## src/rtl/imem_boot_loader.sv

```systemverilog
// Boot image loader: parses header/address/data/checksum words from a stream,
// writes the data words into instruction memory and releases the CPU reset on success.
module imem_boot_loader #(
    parameter int          IMEM_WORDS = 1024,
    parameter int          ADDR_W     = 10,
    parameter logic [15:0] MAGIC      = 16'hB007
) (
    input  logic              clk,
    input  logic              reset,
    input  logic              in_valid,
    input  logic [31:0]       in_data,
    output logic              in_ready,
    output logic              imem_wr_en,
    output logic [ADDR_W-1:0] imem_addr,
    output logic [31:0]       imem_wr_data,
    output logic              cpu_reset,
    output logic              boot_done,
    output logic              boot_error,
    output logic [15:0]       words_loaded
);

    typedef enum logic [2:0] {
        S_HDR, S_ADDR, S_DATA, S_CHECK, S_DONE, S_ERROR
    } state_t;

    state_t            state, state_nxt;
    logic [15:0]       count;
    logic [ADDR_W-1:0] word_addr;
    logic [31:0]       acc;
    logic              beat;
    logic              addr_bad;
    logic [16:0]       addr_end;
    logic              last_word;

    assign in_ready   = (state == S_HDR) || (state == S_ADDR) ||
                        (state == S_DATA) || (state == S_CHECK);
    assign beat       = in_valid & in_ready;
    assign cpu_reset  = (state != S_DONE);
    assign boot_done  = (state == S_DONE);
    assign boot_error = (state == S_ERROR);

    // Image must start word aligned, inside the addressable range, and end at or before the top.
    assign addr_end  = {{(17-ADDR_W){1'b0}}, in_data[ADDR_W+1:2]} + {1'b0, count};
    assign addr_bad  = (in_data[1:0] != 2'b00) ||
                       (in_data[31:ADDR_W+2] != '0) ||
                       (addr_end > 17'(IMEM_WORDS));
    assign last_word = (words_loaded == count - 16'd1);

    always_ff @(posedge clk or posedge reset) begin
        if (reset) state <= S_HDR;
        else       state <= state_nxt;
    end

    always_comb begin
        state_nxt = state;
        if (beat) begin
            case (state)
                S_HDR:   state_nxt = (in_data[31:16] != MAGIC) ? S_ERROR : S_ADDR;
                S_ADDR:  begin
                    if (addr_bad)         state_nxt = S_ERROR;
                    else if (count == '0) state_nxt = S_CHECK;
                    else                  state_nxt = S_DATA;
                end
                S_DATA:  if (last_word) state_nxt = S_CHECK;
                S_CHECK: state_nxt = (in_data == acc) ? S_DONE : S_ERROR;
                default: state_nxt = state;
            endcase
        end
    end

    // Write port is registered: a data beat shows up on imem one cycle later.
    always_ff @(posedge clk or posedge reset) begin
        if (reset) begin
            imem_wr_en   <= 1'b0;
            imem_addr    <= '0;
            imem_wr_data <= '0;
            words_loaded <= '0;
            acc          <= '0;
            count        <= '0;
            word_addr    <= '0;
        end else begin
            imem_wr_en <= 1'b0;
            if (beat) begin
                case (state)
                    S_HDR:  count     <= in_data[15:0];
                    S_ADDR: word_addr <= in_data[ADDR_W+1:2];
                    S_DATA: begin
                        imem_wr_en   <= 1'b1;
                        imem_addr    <= word_addr + words_loaded[ADDR_W-1:0];
                        imem_wr_data <= in_data;
                        acc          <= acc ^ in_data;
                        words_loaded <= words_loaded + 16'd1;
                    end
                    default: ;
                endcase
            end
        end
    end

endmodule

```

## config.mk

```make
export PLATFORM = sky130hd
export DESIGN_NAME = imem_boot_loader
export DESIGN_NICKNAME = d
export VERILOG_FILES = /design/src/rtl/imem_boot_loader.sv
export SDC_FILE = /design/constraint.sdc
export NUM_CORES = 1
export LEC_CHECK = 0
export CORE_MARGIN = 5
export CORE_UTILIZATION = 23
export CTS_CLUSTER_DIAMETER = 100
export CTS_CLUSTER_SIZE = 16
export DETAILED_ROUTE_END_ITERATION = 10
export SKIP_CTS_REPAIR_TIMING = 1
export SYNTH_ARGS = -nofsm -noshare
export SYNTH_HDL_FRONTEND = slang
export SYNTH_SLANG_ARGS = --single-unit
```

## constraint.sdc

```tcl
create_clock -name clk -period 8.71 [get_ports clk]
set_input_delay 1.742 -clock clk [delete_from_list [all_inputs] [get_ports clk]]
set_output_delay 1.742 -clock clk [all_outputs]
set_load 0.01 [all_outputs]
```

; After elaboration in Yosys (flattened, before gate mapping)
; Index checks and enable logic that the tools add are counted.
[totals]
inputBits = 35
out_inout_bits = 63
word_cells = 47
reg_bits = 120
[op_classes]
order_cmp = 1
n_eq_ne = 10
n_reduce_logical = 14
bitwise = 2
n_mux = 8
add_sub_neg = 4
[ops]
columns = cell, count
row1 = equality test 32 bit, 1
row2 = XOR 32 bit, 1
row3 = nonzero test 20 bit, 1
row4 = adder 10 x 16 -> 17 bit, 1
row5 = > comparator 17 x 11 -> 1 bit (second input constant), 1
row6 = adder 16 x 1 -> 16 bit (second input constant), 1
row7 = equality test 16 bit, 1
row8 = logical NOT 16 bit, 1
row9 = != test 16 bit (second input constant), 1
row10 = subtractor 16 x 1 -> 16 bit (second input constant), 1
row11 = case mux 3 bit (4 select lines), 1
row12 = adder 10 bit, 1
row13 = two-way mux 3 bit, 3
row14 = equality test 3 x 2 -> 1 bit (second input constant), 2
row15 = equality test 3 bit (second input constant), 2
row16 = AND reduction 2 bit, 3
row17 = logical OR 1 bit, 5
row18 = two-way mux 1 bit, 4
row19 = nonzero test 4 bit, 1
row20 = equality test 3 x 1 -> 1 bit (second input constant), 1
row21 = logical NOT 3 bit, 1
row22 = != test 3 bit (second input constant), 1
row23 = AND reduction 3 bit, 1
row24 = != test 2 bit (second input constant), 1
row25 = other kinds (2), 2

; Logic depth before layout (Yosys ltp)
[logic_depth]
ltp_word = 6
mapped_depth = 11
ltp_nobuf = 11

; Least setup slack after synthesis
; Ideal clock, no wire load.
[synth_timing]
path_type = input-to-reg
start = input in_data[2]
end = register state[0]
path_slack_ps = 4729
t_arrival_ps = 3838
cell_stages = 10
setup_ps = 143
required_time_ps = 8567
path_buffers = 0
path_cell_list = ha_1 > fa_1 > xor2_1 > a2111oi_0 > o221ai_1 > nor2_1 > o311ai_1 > o41ai_2 > and3_1 > a31oi_1
[synth_via]
elab_chain_len = 5
word_cells_on_any_way = 7
classes_between = add/sub (1) / order compare (1) / eq/ne (1) / mux (3) / reduce/logical (1)
[synth_lines]
columns = element, line_no
row1 = "start, declared", 11  ; input logic [31:0] in_data,
row2 = adder 10 x 16 -> 17 bit, 43  ; assign addr_end = {{(17-ADDR_W){1'b0}}, in_data[ADDR_W+1:2]} + {1'b0, count};
row3 = > comparator 17 x 11 -> 1 bit, 46  ; (addr_end > 17'(IMEM_WORDS));
row4 = logical OR 1 bit, 45  ; (in_data[31:ADDR_W+2] != '0) ||
row5 = two-way mux 3 bit, 60  ; if (addr_bad) state_nxt = S_ERROR;
row6 = case mux 3 bit (4 select lines) (*), 57  ; case (state)
row7 = "end signal, assigned", 51  ; else state <= state_nxt;
row8 = "end, declared", 26  ; state_t state, state_nxt;
; Every way passes the cells marked *; elsewhere a longest branch is shown, timed or not.
; A chain may end at the register's enable or synchronous reset.

; Worst setup path after layout
[layout_timing]
start = input in_data[2]
end = register state[2]
[layout_via]
elab_chain_len = 5
[layout_lines]
columns = element, line_no
row1 = adder 10 x 16 -> 17 bit, 43
row2 = > comparator 17 x 11 -> 1 bit, 46
row3 = logical OR 1 bit, 45
row4 = two-way mux 3 bit, 60
row5 = case mux 3 bit (4 select lines), 57
; Every way passes these cells.

==> qor.csv <==
stage;metric;value;unit
status;status;completed;
final_layout;diode count;0;
setup_path;CP Cell Sequence;clkdlybuf4s50_1 > ha_1 > fa_1 > a211oi_1 > nor2_1 > a211oi_1 > or2_2 > nor3_1 > nor4_1 > nor4bb_1 > a21oi_1;
final_layout;synth-to-layout area growth;30.5;%
final_layout;share of layout cells above drive strength 1;0.0990;
grt;GRT Util Overall;0.122;
clocking;root buffer cell;clkbuf_16;
logic_synthesis;share of the synthesized area in the top cell type;0.460;
sta;Max Fclk;223;MHz
grt;largest net degree at the start of global routing;71;
final_layout;most common cell after layout, fill and taps aside;nand2_1;
setup_path;type of the worst setup path;in -> reg;
sta;period utilization;0.516;
pwr;P_leak;3.73;nW
sta;Slew headroom;0.391;
logic_synthesis;Ys Warns;0;
grt;grt ovf;0;
clocking;number of CTS-inserted buffers;17;
sta;clk_skew;0.0105;ns
routing;Post-Route WL;18700;um
routing;DR pass1 iterations;4;
logic_synthesis;area leader, netlist;dfrtp_1;
setup_path;Startpoint Class;input port;
final_layout;filler cell count;2955;
run;max cap viols;0;
sta;minimum clock period;4.49;ns
setup_path;CP top delay family;simple AND/OR/NAND/NOR gates;
setup_path;Worst EP arrival;4.77;ns
routing;Final ANT Viol Nets;0;
pwr;Tot Pwr;1.47;mW
placed_design;IO buf count;97;
sta;worst slew pin tran;0.914;ns
logic_synthesis;Seq cells post-synth;120;
die;chip width;179;um
pwr;pwr/cell area;173;nW/um^2
logic_synthesis;Post-Syn Nets;722;
placed_design;routability cong.;0.817;
final_layout;Final #Nets;823;
final_layout;multi-input gate area in the final layout;3380;um^2
grt;first-pass GRT wire length;29800;um
setup_path;Buf+Inv Stages, Crit Path;1;
grt;initial antenna violation count;1;
die;IO Pins;98;
setup_path;crit-path max FO;5;
die;DIE AREA;31900;um^2
sta;setup_tns;0;ns
clocking;Clock Sinks;120;
setup_path;Crit. End Element;register;
sta;Hold Violations, Final;0;
grt;vias in the first global route;5241;
logic_synthesis;Avg Inst Size Synth;9.84;um^2
die;die height;179;um
clocking;H-Tree Depth;4;
logic_synthesis;Synth Instances;664;
logic_synthesis;Cell variety after synth;66;
final_layout;commonest non-fill, non-tap cells in the layout;149 x nand2_1, 120 x dfrtp_1, 97 x clkdlybuf4s50_1, 85 x xnor2_1, 28 x nor2_1;
sta;RSZ-0062 raised after global routing;no;
die;Cell Rows;61;
logic_synthesis;synthesized area;6530;um^2
routing;WL/cell;16.2;um
min_path;Worst Hold Class;reg -> reg;
sta;Max Slew Vio Count;0;
logic_synthesis;sequential fraction of the synthesis area;0.460;
setup_path;max incr delay on CP;0.51;ns
placed_design;pre-CTS setup slack;3.83;ns
sta;setup slack after layout;4.22;ns
pwr;VDD IR max;0.113;mV
final_layout;Reg area;3000;um^2
die;Initial Util;0.234;
logic_synthesis;ys async rst share;1.00;
logic_synthesis;Post-synth EDFFs;0;
clocking;Worst-Skew Late Latency;0.42;ns
placed_design;HPWL Detailed;14000;um
clocking;CTS tree;done;
die;core area;27900;um^2
clocking;clk buf depth;2;
setup_path;CP max-delay cell;clkdlybuf4s50_1;
logic_synthesis;dominant synthesized flop cell;dfrtp_1;
logic_synthesis;top post-synthesis cells by area;dfrtp_1 46%, xnor2_1 11%, nand2_1 8.6%, ha_1 4.0%, xor2_1 3.6%;
clocking;Clk pin slew, worst setup/hold paths;0.06;ns
routing;DR vias;5114;
routing;DRC;0;
routing;Vias/cell;4.42;
routing;Detailed Route Iter0 Violations;320;
setup_path;WP data required;8.99;ns
setup_path;most frequent CP cell;a211oi_1;
sta;final setup fails;0;
==> path summary, 6_finish.rpt <==
kind | startpoint | to | slack, ns | depth (start not counted)
setup / recovery | in_data[2] | state[2] | 4.22 | 11
hold / removal | imem_addr[5] | imem_addr[5] | 0.48 | 2
setup reg to reg | count[0] | state[2] | 5.67 | 10
hold reg to reg | imem_addr[5] | imem_addr[5] | 0.48 | 2
max in group asynchronous | reset | count[7] | 5.54 | 3
min in group asynchronous | reset | imem_wr_data[31] | 1.77 | 2
==> flip-flops by register name, indices dropped and copies added (netlist names) <==
| register | cells |
|---|---|
| imem_wr_en | 1 |
| word_addr | 10 |
| state | 3 |
| imem_addr | 10 |
| acc | 32 |
| imem_wr_data | 32 |
| words_loaded | 16 |
| count | 16 |
==> per-stage QoR <==
stage               instances  area, um^2  hold WS [ns]   util
floorplan                 664        6530         0.450      -
global placement         1124        7920         0.461  0.284
detailed placement       1124        7920         0.463  0.284
CTS                      1156        8520         0.483  0.305
global route             1156        8520         0.499  0.305
finish                   1156        8520         0.475  0.305
==> worst min-delay path: stages (launching register included) <==
cell and delay [ns]:
dfrtp_1 0.34, nand2_1 0.04, o21ai_0 0.06
==> synthesized netlist by cell type, types with 2 or more instances <==
cell type and instances:
nor2_1 28, and4_1 2, nor4b_1 2, and2_1 2
inv_1 13, or3_1 4, nor3_1 9, a21oi_1 15
xor2_1 27, nand4b_1 3, a21o_1 5, nor3b_1 3
nor4_1 13, xnor2_1 85, o21ai_1 2, o31ai_1 3
or3b_2 2, buf_2 4, ha_1 21, o211ai_1 2
or2_2 3, nand3_1 11, or4_1 4, o21bai_1 2
buf_6 2, dfrtp_1 120, nor2b_1 3, mux2_2 19
and3_1 6, nand2b_1 4, nand4_1 17, o211a_1 2
mux2i_1 3, nand3b_1 3, nand2_1 149, fa_1 2
nor3_2 2, a211oi_1 3, clkbuf_1 13, a31oi_1 2
o21ai_0 24
==> power breakdown <==
group	leakage (nW)	switching (mW)	internal, mW
Sequential	1.63	0.0208	0.568
Combinational	1.80	0.0900	0.0723
Clock	0.294	0.291	0.433
==> cells by family after synthesis <==
family / after synthesis / synth area share
buffers and inverters: 34 / 0.0226
and+or+nand+nor: 281 / 0.211
AOI/OAI and AO/OA: 72 / 0.0724
DFF: 120 / 0.460
adders and majority gates: 23 / 0.0464
muxes: 22 / 0.0374
xor gates and xnor gates: 112 / 0.150
==> routing by layer <==
layer | GRT usage | vias to the layer above | part of all wire
met3 | 0.0360 | 19 | 0.062
met2 | 0.193 | 126 | 0.46
met5 | 0 | - | 0.00069
met4 | 0.0304 | 2 | 0.0085
li1 | - | 2491 | -
met1 | 0.163 | 2476 | 0.47
==> final cells by class <==
class / count / share of cell area
flip-flops and latches: 120 / 0.352
repair buffers: 102 / 0.118
clock buffers: 17 / 0.0499
inverters: 14 / 0.00646
clock inverters: 15 / 0.0208
well taps: 378 / 0.0555
multi-input cells: 510 / 0.397
(Power assumes the default switching activity.)
